## src/rtl/daq_run_scheduler_pkg.sv

```systemverilog
// Shared definitions for the DAQ run scheduler: state encoding, timing defaults,
// reset values and the span-to-load conversion used by the interval counters.
package daq_run_scheduler_pkg;

    typedef enum logic [3:0] {
        ST_IDLE         = 4'd0,
        ST_ARM          = 4'd1,
        ST_TRIG_HIGH    = 4'd2,
        ST_WAIT_ONCE    = 4'd3,
        ST_GAP          = 4'd4,
        ST_STOP         = 4'd5,
        ST_WAIT_ALLDONE = 4'd6,
        ST_FLUSH        = 4'd7,
        ST_CLOSE        = 4'd8
    } daqState_t;

    localparam int unsigned ARM_CYCLES_DEFAULT   = 32'd64;
    localparam int unsigned GUARD_CYCLES_DEFAULT = 32'd8;
    localparam int unsigned TIMEOUT_W_DEFAULT    = 32'd24;

    localparam daqState_t   RST_STATE     = ST_IDLE;
    localparam logic        RST_LEVEL     = 1'b0;
    localparam logic [15:0] RST_ACQ_COUNT = 16'h0000;

    // A span of N cycles loads N-1 so the counter reaches zero in its Nth cycle; 0 acts as 1.
    function automatic logic [15:0] spanLoad16(input logic [15:0] span);
        if (span == 16'd0) begin
            return 16'd0;
        end else begin
            return span - 16'd1;
        end
    endfunction

    function automatic logic [7:0] spanLoad8(input logic [7:0] span);
        if (span == 8'd0) begin
            return 8'd0;
        end else begin
            return span - 8'd1;
        end
    endfunction

endpackage

```

## src/rtl/daq_run_scheduler_interval_counter.sv

```systemverilog
// Loadable saturating down-counter; done is high while the count sits at zero.
// Used for the arm/guard hold, the trigger width, the trigger period and the watchdog.
module daq_interval_counter #(
    parameter int unsigned W = 32'd16
) (
    input  logic         Clk,
    input  logic         reset,
    input  logic         load,
    input  logic [W-1:0] loadValue,
    input  logic         enable,
    output logic         done
);

    logic [W-1:0] cntR;
    logic [W-1:0] cntNext;

    // Next count: load wins, otherwise count down and hold at zero.
    always_comb begin
        cntNext = cntR;
        if (load) begin
            cntNext = loadValue;
        end else if (enable && !done) begin
            cntNext = cntR - {{(W-1){1'b0}}, 1'b1};
        end else begin
            cntNext = cntR;
        end
    end

    // Count register with registered zero flag.
    always_ff @(posedge Clk or posedge reset) begin
        if (reset) begin
            cntR <= {W{1'b0}};
            done <= 1'b1;
        end else begin
            cntR <= cntNext;
            done <= (cntNext == {W{1'b0}});
        end
    end

endmodule

```

## src/rtl/daq_run_scheduler.sv

```systemverilog
// Run-level sequencer for the slave DAQ: arms the slave, issues self-timed AcqStart
// pulses paced by period and OnceEnd, then closes the run via AllDone/FIFO handshake.
module daq_run_scheduler
    import daq_run_scheduler_pkg::*;
#(
    parameter int unsigned ARM_CYCLES   = ARM_CYCLES_DEFAULT,
    parameter int unsigned GUARD_CYCLES = GUARD_CYCLES_DEFAULT,
    parameter int unsigned TIMEOUT_W    = TIMEOUT_W_DEFAULT
) (
    input  logic                 Clk,
    input  logic                 reset,
    input  logic                 RunStart,
    input  logic                 RunStop,
    input  logic [15:0]          TrigPeriod,
    input  logic [7:0]           TrigWidth,
    input  logic [15:0]          AcqNumber,
    input  logic [TIMEOUT_W-1:0] TimeoutLimit,
    input  logic                 OnceEnd,
    input  logic                 AllDone,
    input  logic                 FifoEmpty,
    output logic                 ModuleStart,
    output logic                 AcqStart,
    output logic                 DataTransmitDone,
    output logic [15:0]          AcqCount,
    output logic                 Busy,
    output logic                 RunDone,
    output logic                 TimeoutError
);

    localparam logic [15:0] ARM_LOAD = 16'(ARM_CYCLES - 32'd1);
    // The OnceEnd fall is seen one cycle before GAP is entered, so GAP counts two fewer.
    localparam logic [15:0] GUARD_LOAD = (GUARD_CYCLES > 32'd1) ? 16'(GUARD_CYCLES - 32'd2) : 16'd0;
    localparam logic [TIMEOUT_W-1:0] WD_ONE = {{(TIMEOUT_W-1){1'b0}}, 1'b1};

    daqState_t stateR, stateNext;

    logic runStartD, onceEndD;
    logic runStartRise, onceRise, onceFall;
    logic seenRiseR, seenRiseNext;
    logic stopLatchedR, stopLatchedNext;
    logic wdEnR, wdEnNext;
    logic [15:0] acqNumberR, acqNumberNext;
    logic enterTrig;

    logic moduleStartNext, acqStartNext, dtdNext, busyNext, runDoneNext, timeoutErrorNext;
    logic [15:0] acqCountNext;

    logic holdLoad, widthLoad, periodLoad, wdLoad;
    logic [15:0] holdValue, periodValue;
    logic [7:0]  widthValue;
    logic [TIMEOUT_W-1:0] wdValue;
    logic holdDone, widthDone, periodDone, wdDone;

    assign runStartRise = RunStart & ~runStartD;
    assign onceRise     = OnceEnd & ~onceEndD;
    assign onceFall     = ~OnceEnd & onceEndD;

    assign widthValue  = spanLoad8(TrigWidth);
    assign periodValue = spanLoad16(TrigPeriod);
    assign wdValue     = TimeoutLimit - WD_ONE;

    daq_interval_counter #(.W(32'd16)) uHold (
        .Clk(Clk), .reset(reset), .load(holdLoad), .loadValue(holdValue),
        .enable(1'b1), .done(holdDone)
    );

    daq_interval_counter #(.W(32'd8)) uWidth (
        .Clk(Clk), .reset(reset), .load(widthLoad), .loadValue(widthValue),
        .enable(1'b1), .done(widthDone)
    );

    daq_interval_counter #(.W(32'd16)) uPeriod (
        .Clk(Clk), .reset(reset), .load(periodLoad), .loadValue(periodValue),
        .enable(1'b1), .done(periodDone)
    );

    daq_interval_counter #(.W(TIMEOUT_W)) uWatchdog (
        .Clk(Clk), .reset(reset), .load(wdLoad), .loadValue(wdValue),
        .enable(1'b1), .done(wdDone)
    );

    // Next-state, counter control and next output values.
    always_comb begin
        stateNext        = stateR;
        enterTrig        = 1'b0;
        seenRiseNext     = seenRiseR;
        stopLatchedNext  = stopLatchedR;
        wdEnNext         = wdEnR;
        acqNumberNext    = acqNumberR;
        acqCountNext     = AcqCount;
        timeoutErrorNext = TimeoutError;
        dtdNext          = 1'b0;
        runDoneNext      = 1'b0;
        holdLoad         = 1'b0;
        holdValue        = ARM_LOAD;
        widthLoad        = 1'b0;
        periodLoad       = 1'b0;
        wdLoad           = 1'b0;

        case (stateR)
            ST_IDLE: begin
                if (runStartRise) begin
                    stateNext        = ST_ARM;
                    acqCountNext     = RST_ACQ_COUNT;
                    timeoutErrorNext = 1'b0;
                    stopLatchedNext  = 1'b0;
                    holdLoad         = 1'b1;
                    holdValue        = ARM_LOAD;
                end else begin
                    stateNext = ST_IDLE;
                end
            end
            ST_ARM: begin
                if (RunStop) begin
                    stateNext = ST_STOP;
                end else if (holdDone) begin
                    stateNext = ST_TRIG_HIGH;
                    enterTrig = 1'b1;
                end else begin
                    stateNext = ST_ARM;
                end
            end
            ST_TRIG_HIGH: begin
                if (RunStop) begin
                    stopLatchedNext = 1'b1;
                end else begin
                    stopLatchedNext = stopLatchedR;
                end
                // A fast slave may raise OnceEnd while the trigger is still high.
                if (onceRise) begin
                    seenRiseNext = 1'b1;
                end else begin
                    seenRiseNext = seenRiseR;
                end
                if (widthDone) begin
                    stateNext = ST_WAIT_ONCE;
                end else begin
                    stateNext = ST_TRIG_HIGH;
                end
            end
            ST_WAIT_ONCE: begin
                if (RunStop) begin
                    stopLatchedNext = 1'b1;
                end else begin
                    stopLatchedNext = stopLatchedR;
                end
                if (onceFall && seenRiseR) begin
                    stateNext     = ST_GAP;
                    holdLoad      = 1'b1;
                    holdValue     = GUARD_LOAD;
                    acqNumberNext = AcqNumber;
                end else begin
                    if (onceRise) begin
                        seenRiseNext = 1'b1;
                    end else begin
                        seenRiseNext = seenRiseR;
                    end
                    if (wdEnR && wdDone) begin
                        timeoutErrorNext = 1'b1;
                        stateNext        = ST_STOP;
                    end else begin
                        stateNext = ST_WAIT_ONCE;
                    end
                end
            end
            ST_GAP: begin
                if (RunStop || stopLatchedR) begin
                    stateNext = ST_STOP;
                end else if (holdDone && periodDone) begin
                    if ((acqNumberR != 16'd0) && (AcqCount == acqNumberR)) begin
                        stateNext = ST_STOP;
                    end else begin
                        stateNext = ST_TRIG_HIGH;
                        enterTrig = 1'b1;
                    end
                end else begin
                    stateNext = ST_GAP;
                end
            end
            ST_STOP: begin
                stateNext = ST_WAIT_ALLDONE;
            end
            ST_WAIT_ALLDONE: begin
                if (AllDone) begin
                    stateNext = ST_FLUSH;
                end else begin
                    stateNext = ST_WAIT_ALLDONE;
                end
            end
            ST_FLUSH: begin
                if (FifoEmpty) begin
                    dtdNext   = 1'b1;
                    stateNext = ST_CLOSE;
                end else begin
                    stateNext = ST_FLUSH;
                end
            end
            ST_CLOSE: begin
                if (!AllDone) begin
                    runDoneNext = 1'b1;
                    stateNext   = ST_IDLE;
                end else begin
                    stateNext = ST_CLOSE;
                end
            end
            default: begin
                stateNext = ST_IDLE;
            end
        endcase

        if (enterTrig) begin
            widthLoad    = 1'b1;
            periodLoad   = 1'b1;
            wdLoad       = 1'b1;
            wdEnNext     = (TimeoutLimit != {TIMEOUT_W{1'b0}});
            seenRiseNext = 1'b0;
            acqCountNext = AcqCount + 16'd1;
        end else begin
            widthLoad = 1'b0;
        end

        moduleStartNext = (stateNext == ST_ARM) || (stateNext == ST_TRIG_HIGH) ||
                          (stateNext == ST_WAIT_ONCE) || (stateNext == ST_GAP);
        acqStartNext    = (stateNext == ST_TRIG_HIGH);
        busyNext        = (stateNext != ST_IDLE);
    end

    // State, run context and registered outputs.
    always_ff @(posedge Clk or posedge reset) begin
        if (reset) begin
            stateR           <= RST_STATE;
            runStartD        <= RST_LEVEL;
            onceEndD         <= RST_LEVEL;
            seenRiseR        <= 1'b0;
            stopLatchedR     <= 1'b0;
            wdEnR            <= 1'b0;
            acqNumberR       <= 16'd0;
            ModuleStart      <= RST_LEVEL;
            AcqStart         <= RST_LEVEL;
            DataTransmitDone <= RST_LEVEL;
            AcqCount         <= RST_ACQ_COUNT;
            Busy             <= RST_LEVEL;
            RunDone          <= RST_LEVEL;
            TimeoutError     <= RST_LEVEL;
        end else begin
            stateR           <= stateNext;
            runStartD        <= RunStart;
            onceEndD         <= OnceEnd;
            seenRiseR        <= seenRiseNext;
            stopLatchedR     <= stopLatchedNext;
            wdEnR            <= wdEnNext;
            acqNumberR       <= acqNumberNext;
            ModuleStart      <= moduleStartNext;
            AcqStart         <= acqStartNext;
            DataTransmitDone <= dtdNext;
            AcqCount         <= acqCountNext;
            Busy             <= busyNext;
            RunDone          <= runDoneNext;
            TimeoutError     <= timeoutErrorNext;
        end
    end

endmodule

```

## config.mk

```make
export PLATFORM = sky130hd
export DESIGN_NAME = daq_run_scheduler
export DESIGN_NICKNAME = d
export VERILOG_FILES = /design/src/rtl/daq_run_scheduler_pkg.sv /design/src/rtl/daq_run_scheduler_interval_counter.sv /design/src/rtl/daq_run_scheduler.sv
export SDC_FILE = /design/constraint.sdc
export NUM_CORES = 1
export LEC_CHECK = 0
export ABC_CLOCK_PERIOD_IN_PS = 5000
export BUFFER_PORTS_ARGS = -buffer_cell sky130_fd_sc_hd__buf_2
export CELL_PAD_IN_SITES_DETAIL_PLACEMENT = 0
export CELL_PAD_IN_SITES_GLOBAL_PLACEMENT = 1
export CORE_MARGIN = 10
export CORE_UTILIZATION = 45
export DETAILED_ROUTE_END_ITERATION = 8
export PLACE_DENSITY = 0.83
export SLEW_MARGIN = 10
export SYNTH_ARGS = -nofsm -noshare
export SYNTH_HDL_FRONTEND = slang
export SYNTH_SLANG_ARGS = --single-unit
```

## constraint.sdc

```tcl
create_clock -name Clk -period 5 [get_ports Clk]
set_clock_uncertainty 0.2 [all_clocks]
set_input_delay 1 -clock Clk [delete_from_list [all_inputs] [get_ports Clk]]
set_output_delay 1 -clock Clk [all_outputs]
set_load 0.01 [all_outputs]
```

# --- Word level (Yosys, flattened, before mapping) ---
# Index checks and enable logic that the tools add are counted.
word_totals:
  reg_bits: 115
  in_bits: 71
  wordCells: 135
op_classes:
  addsub: 8
  eq_ne: 18
  muxes: 52
  bitwise: 6
  reduce_logical: 29
ops:
  columns: ["cell", "count"]
  rows:
  - ["16-bit 2-to-1 mux", 8]
  - ["16-bit zero test", 3]
  - ["24-bit 2-to-1 mux", 2]
  - ["16-bit by 1-bit subtractor with 16-bit output (second input constant)", 3]
  - ["24-bit by 1-bit subtractor with 24-bit output (second input constant)", 2]
  - ["4-bit case mux with 9 select lines", 1]
  - ["24-bit zero test", 1]
  - ["8-bit 2-to-1 mux", 3]
  - ["24-bit nonzero test", 1]
  - ["1-bit 2-to-1 mux", 22]
  - ["4-bit by 3-bit equality test with 1-bit output (second input constant)", 5]
  - ["16-bit by 1-bit adder with 16-bit output (second input constant)", 1]
  - ["16-bit equality test", 1]
  - ["4-bit by 2-bit equality test with 1-bit output (second input constant)", 4]
  - ["8-bit zero test", 2]
  - ["4-bit 2-to-1 mux", 4]
  - ["16-bit nonzero test", 1]
  - ["8-bit by 1-bit subtractor with 8-bit output (second input constant)", 2]
  - ["3-bit 2-to-1 mux", 4]
  - ["6-bit 2-to-1 mux", 2]
  - ["1-bit case mux with 2 select lines", 5]
  - ["4-bit by 1-bit equality test with 1-bit output (second input constant)", 2]
  - ["2-bit nonzero test", 4]
  - ["2-bit inequality test (second input constant)", 3]
  - ["15 further kinds", 27]

# --- Depth between registers and ports, before layout ---
# Gate-level depths: netlist (run 1).
logic_depth:
  ltp_word: 10
  ltp_mapped: 10
  mapped_depth_nobuf: 9

# --- Cells and area by module ---
# A second synthesis (run 1) with hierarchy kept.
unflattened:
  hier_cells: 848
  hier_area_um2: 7674.9
modules_own_cells:
  columns: ["module", "instances", "cells_per_inst", "area_per_inst_um2"]
  rows:
  - ["daq_run_scheduler", 1, 380, 3377.0]
  - ["daq_interval_counter at uWatchdog", 1, 170, 1612.8]
  - ["daq_interval_counter at uPeriod", 1, 123, 1122.3]
  - ["daq_interval_counter at uHold", 1, 116, 1036.0]
  - ["daq_interval_counter at uWidth", 1, 59, 526.8]

# --- Worst setup path after synthesis (run 1) ---
# OpenSTA, ideal clock, no wires.
synth_path:
  path_kind: "input -> register"
  from: "input TimeoutLimit[2]"
  to: "register uWatchdog.done"
  setup_ns: 0.105
  arrival_time_ns: 3.019
  required_ns: 4.695
  slack_ns: 1.676
  path_stages: 8
  n_path_buf: 1
  path_cell_list: "buf_2 nor4_4 nand2_1 or4_1 xor2_1 nand4b_1 a2111o_1 a222oi_1"
synth_between:
  elab_chain_len: 3
synth_rtl:
  columns: ["element", "line_no", "source"]
  rows:
  - ["from (decl)", "daq_run_scheduler.sv:17", "input logic [TIMEOUT_W-1:0] TimeoutLimit,"]
  - ["24-bit by 1-bit subtractor with 24-bit output", "daq_run_scheduler.sv:60", "assign wdValue = TimeoutLimit - WD_ONE;"]
  - ["24-bit 2-to-1 mux", "daq_run_scheduler_interval_counter.sv:20", "if (load) begin"]
  - ["24-bit zero test", "daq_run_scheduler_interval_counter.sv:36", "done <= (cntNext == {W{1'b0}});"]
  - ["to (signal assigned)", "daq_run_scheduler_interval_counter.sv:36", null]
  - ["to (decl)", "daq_run_scheduler_interval_counter.sv:11", "output logic done"]
# Every way passes these cells.
# A chain may end at the register's enable or synchronous reset.

# --- Worst setup path in the final report (run 1) ---
layout_path:
  from: "register uWatchdog.cntR[0]"
  to: "register uWatchdog.done"
layout_between:
  elab_chain_len: 4
layout_rtl:
  columns: ["element", "line_no", "source"]
  rows:
  - ["from (decl)", "daq_run_scheduler_interval_counter.sv:14", "logic [W-1:0] cntR;"]
  - ["from (signal assigned)", "daq_run_scheduler_interval_counter.sv:32", "cntR <= {W{1'b0}};"]
  - ["from (signal assigned)", "daq_run_scheduler_interval_counter.sv:35", "cntR <= cntNext;"]
  - ["24-bit by 1-bit subtractor with 24-bit output", "daq_run_scheduler_interval_counter.sv:23", "cntNext = cntR - {{(W-1){1'b0}}, 1'b1};"]
  - ["24-bit 2-to-1 mux *", "daq_run_scheduler_interval_counter.sv:22", "end else if (enable && !done) begin"]
  - ["24-bit 2-to-1 mux *", "daq_run_scheduler_interval_counter.sv:20", null]
  - ["24-bit zero test *", "daq_run_scheduler_interval_counter.sv:36", null]
# Every way passes the cells marked *; elsewhere a longest branch is shown, timed or not.

==> results of run 1 <==
kinds of logic after synthesis:
kind of cell | Yosys count | share of synthesized area [%]
XOR/XNOR | 113 | 12.9
flip-flops | 115 | 37.6
adder cells (fa/ha/maj) | 8 | 1.31
buffers and inverters | 66 | 3.45
multiplexers | 15 | 1.96
AND/OR/NAND/NOR | 436 | 29.9
AO/OA/AOI/OAI | 152 | 12.8
power by group:
group	switching (W)	total [W]	internal, W
logic	0.000473	0.000868	0.000395
registers	0.000239	0.00138	0.00114
clock network	0.000406	0.00110	0.000691
how the worst max path moves through the flow:
stage / startpoint / to / cells after the start
after detailed placement: TimeoutLimit[0] / uWatchdog.done / 9
after global placement: TimeoutLimit[0] / uWatchdog.done / 9
after floorplan: reset / AcqCount[0] / 1
after CTS: uWatchdog.cntR[0] / uWatchdog.done / 9
after global routing: uWatchdog.cntR[0] / uWatchdog.done / 9
final: uWatchdog.cntR[0] / uWatchdog.done / 9
per-stage QoR:
| stage | power, W | instances | worst slack, ns | hold WS, ns |
|---|---|---|---|---|
| 2_1_floorplan | 0.00200 | 905 | 0.763 | 0.256 |
| 3_3_place_gp | 0.00224 | 1189 | 1.41 | 0.276 |
| 3_5_place_dp | 0.00225 | 1189 | 1.29 | 0.285 |
| 4_1_cts | 0.00337 | 1220 | 1.65 | 0.299 |
| 5_1_grt | 0.00358 | 1220 | 1.41 | 0.356 |
| 6_report | 0.00334 | 1220 | 1.68 | 0.303 |
registers in the layout (all words and copies together) (netlist names), 4 cells and up:
name,count
uWatchdog.cntR,24
AcqCount,16
acqNumberR,16
uHold.cntR,16
uPeriod.cntR,16
uWidth.cntR,8
stateR,4
synth_stat cells (3+ instances only):
| cell | instances |
|---|---|
| dfrtp_1 | 111 |
| nor2b_1 | 10 |
| nor4b_1 | 7 |
| or3b_2 | 3 |
| o21ai_0 | 52 |
| buf_2 | 13 |
| o41ai_1 | 3 |
| nand4_1 | 14 |
| a211o_1 | 3 |
| and4_1 | 4 |
| o2111ai_1 | 3 |
| nor3b_1 | 14 |
| and4b_1 | 4 |
| dfstp_2 | 4 |
| nand2b_1 | 9 |
| nor2_1 | 92 |
| and3_1 | 7 |
| nor3_1 | 30 |
| nor4_2 | 4 |
| a21o_1 | 3 |
| nand3_1 | 38 |
| xnor2_1 | 56 |
| a31oi_1 | 14 |
| o211ai_1 | 5 |
| o31ai_1 | 10 |
| clkbuf_1 | 21 |
| or4_1 | 10 |
| a21oi_1 | 27 |
| mux2i_1 | 15 |
| inv_1 | 27 |
| or3_1 | 14 |
| ha_1 | 8 |
| nor4_1 | 28 |
| buf_1 | 5 |
| nand2_1 | 123 |
| xor2_1 | 57 |
| nand3b_1 | 5 |
| o22ai_1 | 4 |
metal layers:
layer	track usage, %	share of wire [%]
met2	26.0	43
met3	4.14	5.4
met4	5.88	1.1
met5	0	0
met1	26.0	50
tightest hold or removal path: stages (launching register included):
cell and delay [ns]:
dfrtp_1 0.34, a31oi_1 0.05, nor2_1 0.07
final cells by class:
type	instances	area [um^2]
well taps	220	275
clock buffers	26	509
flip-flops and latches	115	2880
clock inverters	5	27.5
inverters	27	104
repair buffers	103	543
multi-input cells	724	4520
fillers	1576	7780
==> impl_metrics.tcl, run 1 <==
set metrics [dict create \
    ys_seq_area_share_pct 37.6 \
    synth_edf_count 0 \
    grt_pass1_wl_um 33200 \
    cts_tree "built" \
    final_cell_mix "nand2_1 (122), dfrtp_1 (111), buf_2 (92)" \
    path_clk_slew_ns 0.05 \
    critPathCaptureType "flop" \
    start_util_pct 46.0 \
    gp_congestion 0.904 \
    syn_area_mm2 0.00766 \
    wl_um 19900 \
    period_needed_ns 3.32 \
    drc 0 \
    pin_count 93 \
    rsz0062_at_grt "false" \
    num_vias 6846 \
    postLayoutCoreUtil_pct 53.3 \
    grt_usage_pct 18.1 \
    grt_max_degree 78 \
    yosysUniqueCellTypes 73 \
    syn_to_final_growth_pct 15.7 \
    required_ns 5.11 \
    dpl_cell_area_mm2 0.00833 \
    viasPerCell 5.61 \
    routedWlPerCell_um 16.3 \
    final_common_cell "nand2_1" \
    post-dp-hpwl_um 14800 \
    core_area_mm2 0.0166 \
    cts_made_buffers 17 \
    finalSetupViolCount 0 \
    nets 1067 \
    timing.rr.start "uWatchdog.cntR[0]" \
    min_delay_path_depth 2 \
    clock_path_buffers 2 \
    hp-class "reg -> reg" \
    power_density_mw_per_mm2 377 \
    worstPathArrival_ns 3.43 \
    crit_chain "inv_1, ha_1, nor4b_1, nand2_1, xnor2_1, a2111o_1, a221oi_2, nand3_1, a222oi_1" \
    status "completed" \
    synthArstFlopShare_pct 100 \
    cts_setup_buffers 0 \
    fp.dieH_um 150 \
    cp-start-kind "flop" \
    ys_top_cells_by_area "dfrtp_1 (36%), xor2_1 (6.5%), xnor2_1 (6.4%)" \
    drv_cap 0 \
    fp-row-count 47 \
    min_to "seenRiseR" \
    htree_levels 4 \
    crit_family "compound AO/OA/AOI/OAI gates" \
    place.port_buffers 92 \
    grt_pass1_vias 6446 \
    ff2ff_path_depth 9 \
    synthCells 905 \
    die_area_mm2 0.0226 \
    drtPass1Iterations 4 \
    path_max_fanout 18 \
    grt_overflow 0 \
    hold_buffers 0 \
    synthesis.nets 984 \
    root_buffer "clkbuf_16" \
    path_buf_inv 1 \
    clock-sinks 115 \
    r2r_setup_slack_ns 1.68 \
    synth_seq_cells 115 \
    syn_avg_cell_area_um2 8.46 \
    yosys_warnings 0 \
    cp_slowest_cell "nor4b_1" \
    max_freq_mhz 301 \
    reg2reg_to "uWatchdog.done" \
    antennaDiodeCount 0 \
    cts_resized 0 \
    fin_crit_sh_pct 66.5 \
    clock_latency_ns 0.42 \
    drive_gt1_share_pct 15.8 \
    p_leak_nw 3.78 \
    slowest_delay_ns 0.56 \
    yosysTopAreaCellShare_pct 36.3 \
    drv_slew 0 \
    yosys.area.top_type "dfrtp_1" \
    hold_viol 0 \
    tns_ns 0 \
    fin_area_mm2 0.00886 \
    ant_nets 0 \
    initialDrtViolationCount 653 \
    max_slew_margin_pct 35.5 \
    critical_path_class "reg -> reg" \
    antenna_found_initial 0 \
    hold_start "seenRiseR" \
    tightest_slew_ns 0.968 \
    die_x_um 150 \
    synth_top_flop_cell "dfrtp_1" \
    ir_worst_vdd_mv 0.286 \
]
(Power assumes the default switching activity.)
==> run 2: changes to the inputs <==
--- a/config.mk
+++ b/config.mk
@@ -5,14 +5,14 @@
 export SDC_FILE = /design/constraint.sdc
 export NUM_CORES = 1
 export LEC_CHECK = 0
-export ABC_CLOCK_PERIOD_IN_PS = 5000
+export ABC_CLOCK_PERIOD_IN_PS = 2700
 export BUFFER_PORTS_ARGS = -buffer_cell sky130_fd_sc_hd__buf_2
 export CELL_PAD_IN_SITES_DETAIL_PLACEMENT = 0
 export CELL_PAD_IN_SITES_GLOBAL_PLACEMENT = 1
 export CORE_MARGIN = 10
-export CORE_UTILIZATION = 45
+export CORE_UTILIZATION = 40
 export DETAILED_ROUTE_END_ITERATION = 8
-export PLACE_DENSITY = 0.83
+export PLACE_DENSITY = 0.78
 export SLEW_MARGIN = 10
 export SYNTH_ARGS = -nofsm -noshare
 export SYNTH_HDL_FRONTEND = slang
==> constraint.sdc (replaced) <==
create_clock -name Clk -period 2.7 [get_ports Clk]
set_clock_uncertainty 0.2 [all_clocks]
set_input_delay 0.54 -clock Clk [delete_from_list [all_inputs] [get_ports Clk]]
set_output_delay 0.54 -clock Clk [all_outputs]
set_load 0.01 [all_outputs]
==> impl_metrics.tcl, run 2 (same netlist as run 1, synthesis figures left out) <==
set metrics [dict create \
    status "finished, violations left" \
    violations "setup timing" \
    cp-start-kind "flop" \
    p_comb_share_pct 32.9 \
    p_leak_nw 4.48 \
    cts_tree "built" \
    min_delay_path_depth 1 \
    post-dp-hpwl_um 16700 \
    place.port_buffers 92 \
    tightest_slew_ns 0.577 \
    reg2reg_to "uHold.done" \
    path_max_fanout 4 \
    clock-sinks 115 \
    dp.cells 1328 \
    gp_congestion 0.847 \
    drtPass1Iterations 5 \
    drc 0 \
    hp-class "in -> reg" \
    root_buffer "clkbuf_16" \
    hold_start "OnceEnd" \
    nets 1200 \
    period_needed_ns 2.73 \
    cts_made_buffers 17 \
    critical_path_class "reg -> reg" \
    swShare_pct 33.1 \
    antennaDiodeCount 0 \
    grt_max_degree 59 \
    drv_cap 0 \
    seqPwrFrac_pct 35.5 \
    path_clk_slew_ns 0.05 \
    r2r_setup_slack_ns -0.03 \
    drive_gt1_share_pct 27.7 \
    finalSetupViolCount 1 \
    wl_um 21600 \
    layout.cells.non_filler 1368 \
    initialDrtViolationCount 513 \
    drv_slew 0 \
    grt_pass1_wl_um 35000 \
    largest_reg_flops 24 \
    num_vias 7285 \
    power.share.clock_pct 31.6 \
    switchingPower_w 0.00229 \
    ff2ff_path_depth 9 \
    fp.dieH_um 158 \
    clock_path_buffers 2 \
    critPathCaptureType "flop" \
    required_ns 2.83 \
    min_to "onceEndD" \
    timing.rr.start "uHold.cntR[1]" \
    max_slew_margin_pct 61.5 \
    die_x_um 158 \
    layout_setup_ws_ns -0.0296 \
    rsz0062_at_grt "true" \
    viasPerCell 5.33 \
    final_cell_mix "buf_4 (138), nand2_1 (121), dfrtp_1 (111)" \
    worstPathArrival_ns 2.86 \
    antenna_found_initial 0 \
    hold_viol 0 \
    tns_ns -0.0296 \
    grt_overflow 0 \
    ir_worst_vdd_mv 0.508 \
    syn_to_final_growth_pct 32.1 \
    regMostFlops "uWatchdog.cntR" \
    htree_levels 4 \
    fin_crit_sh_pct 101 \
    max_freq_mhz 366 \
    routedWlPerCell_um 15.8 \
    grt_usage_pct 17.3 \
    pin_count 93 \
    grt_pass1_vias 6958 \
    die_area_mm2 0.0251 \
    clock_latency_ns 0.42 \
    core_area_mm2 0.0188 \
    ant_nets 0 \
    start_util_pct 40.8 \
    nFillCells 1776 \
    final_common_cell "buf_4" \
    fp-row-count 50 \
    intPower_w 0.00464 \
    power_density_mw_per_mm2 685 \
]
==> run 2: cell types whose count changed in the layout (fill, tap and decap cells not counted), sizes merged <==
cell         before  now
inv              27   26
dlygate4sd3       0    1
clkinv            4    5
clkbuf           26   22
clkinvlp          1    4
buf             103  235
bufinv            0    2
==> run 2: metal layers <==
metal  part of all wire, %  vias up  global-route usage, %  wire (um)
met4                   1.8        0                   6.13        380
met5                     0        -                      0          0
met3                   4.8       28                   3.37       1040
li1                      -     3679                      -          -
met2                    45      161                   26.1       9690
met1                    48     3417                   23.9      10400
==> run 2: layout make-up <==
cell class              instances  area [um^2]  area share, %
multi-input cells             724         4670           46.1
flip-flops and latches        115         2880           28.5
repair buffers                236         1600           15.8
clock buffers                  22          464           4.59
well taps                     234          293           2.89
clock inverters                10          108           1.06
inverters                      27          105           1.04
==> run 2: worst max-delay path, cell delays in order (launching register included) <==
cell and delay [ns]:
dfrtp_1 0.38, inv_2 0.08, ha_4 0.14, or3b_4 0.41
nor3_2 0.13, xnor2_1 0.14, nor2_1 0.06, or4_1 0.52
or4_1 0.43, nor4_2 0.14
==> run 2: power groups by stage <==
stage	sequential [W]	combinational, W	clock, W
global route	0.00252	0.00253	0.00230
finish	0.00246	0.00228	0.00219
detailed placement	0.00247	0.00215	0
CTS	0.00245	0.00219	0.00222
global placement	0.00246	0.00213	0
floorplan	0.00245	0.00129	0
==> run 2: worst max path at each step <==
stage,startpoint,endpoint,slack [ns],depth (start not counted)
after floorplan,uHold.cntR[1],uHold.done,0.005,9
after global placement,TrigWidth[3],uWidth.done,-0.11,6
after detailed placement,TimeoutLimit[0],uWatchdog.done,-0.15,8
after CTS,uHold.cntR[1],uHold.done,-0.06,9
after global routing,uHold.cntR[0],uHold.done,-0.19,9
final,uHold.cntR[1],uHold.done,-0.03,9
==> run 2: repair_timing <==
item,CTS,global route
endpoints found under the setup margin,2,38
pin swaps,0,12
setup buffers,0,7
hold buffers,1,0
endpoints found under the hold margin,17,0
resized for setup,5,19
cloned,0,0
==> run 2: stage by stage <==
stage	worst slack (ns)	hold slack, ns	total power (W)	util (%)	cell area, um^2
2_1_floorplan	0.00523	0.256	0.00374	-	7710
3_3_place_gp	-0.110	0.271	0.00459	50.0	9380
3_5_place_dp	-0.147	0.291	0.00462	50.0	9380
4_1_cts	-0.0593	0.0432	0.00687	53.2	9980
5_1_grt	-0.187	0.0550	0.00735	53.9	10100
6_report	-0.0296	0.0536	0.00693	53.9	10100
==> run 3: changes to the inputs <==
--- a/config.mk
+++ b/config.mk
@@ -10,10 +10,11 @@
 export CELL_PAD_IN_SITES_DETAIL_PLACEMENT = 0
 export CELL_PAD_IN_SITES_GLOBAL_PLACEMENT = 1
 export CORE_MARGIN = 10
-export CORE_UTILIZATION = 40
+export CORE_UTILIZATION = 41
 export DETAILED_ROUTE_END_ITERATION = 8
 export PLACE_DENSITY = 0.78
 export SLEW_MARGIN = 10
 export SYNTH_ARGS = -nofsm -noshare
 export SYNTH_HDL_FRONTEND = slang
+export SYNTH_HIERARCHICAL = 1
 export SYNTH_SLANG_ARGS = --single-unit
==> impl_metrics.tcl, run 3 <==
set metrics [dict create \
    status "finished, violations left" \
    violations "setup timing" \
    rsz0062_at_grt "true" \
    drtPass1Iterations 4 \
    drv_cap 0 \
    period_needed_ns 2.99 \
    power_density_mw_per_mm2 824 \
    fin_area_mm2 0.0108 \
    drive_gt1_share_pct 37.2 \
    syn_area_mm2 0.00767 \
    yosys_warnings 6 \
    required_ns 2.85 \
    syn_to_final_growth_pct 41.0 \
    grt_overflow 0 \
    synth_top_flop_cell "dfrtp_1" \
    grt_pass1_vias 7371 \
    min_to "onceEndD" \
    synthArstFlopShare_pct 100 \
    tightest_slew_ns 0.663 \
    timing.rr.start "acqNumberR[10]" \
    hold_viol 0 \
    reg2reg_to "uWatchdog/done" \
    worstPathArrival_ns 3.14 \
    final_cell_mix "buf_4 (167), dfrtp_1 (106), buf_2 (92)" \
    clock_path_buffers 2 \
    drc 0 \
    critPathCaptureType "flop" \
    grt_max_degree 28 \
    postLayoutCoreUtil_pct 59.4 \
    ys_seq_area_share_pct 37.6 \
    yosys.area.top_type "dfrtp_1" \
    die_x_um 157 \
    dpl_cell_area_mm2 0.00959 \
    fp-row-count 49 \
    yosysTopAreaCellShare_pct 36.2 \
    synth_edf_count 0 \
    place_ws_ns -0.607 \
    min_delay_path_depth 1 \
    dp.cells 1323 \
    regMostFlops "uWatchdog/cntR" \
    core_area_mm2 0.0182 \
    largest_reg_flops 24 \
    nFillCells 1567 \
    initialDrtViolationCount 339 \
    start_util_pct 42.1 \
    cts_tree "built" \
    fp.dieH_um 157 \
    routedWlPerCell_um 15.6 \
    cp-start-kind "flop" \
    syn_avg_cell_area_um2 9.05 \
    ys_top_cells_by_area "dfrtp_1 (36%), xnor2_1 (7.0%), nor2_1 (3.7%)" \
    path_max_fanout 7 \
    cts_made_buffers 17 \
    htree_levels 4 \
    finalSetupViolCount 3 \
    synthCells 848 \
    ff2ff_path_depth 13 \
    clock-sinks 115 \
    wl_um 21600 \
    grt_usage_pct 17.7 \
    yosysUniqueCellTypes 95 \
    fin_crit_sh_pct 111 \
    drv_slew 0 \
    viasPerCell 5.27 \
    layout.cells.non_filler 1387 \
    grt_pass1_wl_um 35400 \
    critical_path_class "reg -> reg" \
    antenna_found_initial 0 \
    pin_count 93 \
    num_vias 7306 \
    layout_setup_ws_ns -0.290 \
    ir_worst_vdd_mv 0.402 \
    nets 1224 \
    post-dp-hpwl_um 16000 \
    path_clk_slew_ns 0.05 \
    synthTopCellsByCount "dfrtp_1 (111), nor2_1 (76), nand2_1 (74)" \
    root_buffer "clkbuf_16" \
    final_common_cell "buf_4" \
    place.port_buffers 92 \
    gp_congestion 0.855 \
    clock_latency_ns 0.42 \
    antennaDiodeCount 0 \
    synth_seq_cells 115 \
    p_leak_nw 4.68 \
    r2r_setup_slack_ns -0.29 \
    die_area_mm2 0.0246 \
    hp-class "in -> reg" \
    max_slew_margin_pct 55.7 \
    hold_start "OnceEnd" \
    synth_most_common_cell "dfrtp_1" \
    max_freq_mhz 334 \
    ant_nets 0 \
]
==> run 3: cell types whose count changed after synthesis, sizes merged, moves of 6 or more <==
cell	delta
nand2	-49
or4	+13
nand3	-15
o21ai	+6
xor2	-31
mux2	+24
inv	+12
nor2	-14
or3	+14
mux2i	-11
nor3b	-8
==> run 3: area by class of cell <==
| cell class | instances | area [um^2] | area share [%] |
|---|---|---|---|
| Multi-Input combinational cell | 694 | 4960 | 45.8 |
| Sequential cell | 115 | 2890 | 26.7 |
| Timing Repair Buffer | 277 | 1970 | 18.2 |
| Clock buffer | 27 | 503 | 4.65 |
| Tap cell | 229 | 287 | 2.65 |
| Inverter | 40 | 163 | 1.50 |
| Clock inverter | 5 | 52.6 | 0.486 |
==> run 3: logic make-up (layout without fill, tap and decap cells) <==
| kind of cell | Yosys count | after routing | synth area share (%) |
|---|---|---|---|
| and+or+nand+nor | 378 | 378 | 29.3 |
| adders and majority gates | 8 | 8 | 1.30 |
| muxes | 28 | 28 | 4.04 |
| xor gates and xnor gates | 87 | 87 | 9.93 |
| buffers and inverters | 69 | 349 | 3.77 |
| other | 2 | 32 | 0.0979 |
| DFF | 115 | 115 | 37.6 |
| AOI/OAI and AO/OA | 161 | 161 | 14.0 |
==> run 3: report_power, final <==
part,internal [W],switching [W]
combinational,0.00190,0.00190
sequential,0.00235,0.000645
clock,0.00136,0.000766
==> run 3: routing by layer <==
metal | vias to the layer above | wire length, um | global-route usage [%]
li1 | 3668 | - | -
met1 | 3424 | 9550 | 21.5
met2 | 181 | 10400 | 29.4
met3 | 33 | 1180 | 4.66
met4 | 0 | 461 | 6.34
met5 | - | 0 | 0
==> run 3: worst max-delay path by stage <==
| stage | from | to | slack (ns) | cells past startpoint |
|---|---|---|---|---|
| global route | acqNumberR[15] | uWatchdog/done | -0.40 | 13 |
| global placement | TimeoutLimit[2] | uWatchdog/done | -0.51 | 11 |
| detailed placement | TimeoutLimit[2] | uWatchdog/done | -0.61 | 11 |
| CTS | acqNumberR[9] | uWatchdog/done | -0.24 | 10 |
| floorplan | AcqCount[12] | uWatchdog/done | -0.33 | 12 |
| finish | acqNumberR[10] | uWatchdog/done | -0.29 | 13 |
==> run 3: metrics by stage <==
| step | hold WS [ns] | power [W] | TNS (ns) |
|---|---|---|---|
| detailed placement | 0.310 | 0.00629 | -2.36 |
| finish | 0.0651 | 0.00891 | -0.658 |
| global route | 0.0548 | 0.00951 | -1.19 |
| CTS | 0.0432 | 0.00865 | -0.490 |
| floorplan | 0.167 | 0.00506 | -0.739 |
| global placement | 0.305 | 0.00623 | -1.92 |
==> run 3: what timing repair did <==
item | 4_1_cts | 5_1_grt
endpoints found under the hold margin | 8 | 0
hold buffers | 1 | 0
pin swaps | 19 | 22
cloned | 1 | 1
buffers inserted | 20 | 12
endpoints found under the setup margin | 6 | 15
gates resized for setup | 38 | 51
==> run 3: critical path, stage by stage, from the launching register on <==
cell and delay, ns:
dfrtp_1 0.44, nor4_2 0.30, nand4_1 0.22, nor3b_4 0.23, a21oi_4 0.19, nor2_4 0.06
inv_4 0.09, buf_12 0.12, buf_6 0.11, buf_4 0.11, nand2b_1 0.07, or2_4 0.25
a2111oi_4 0.30, and4bb_1 0.25
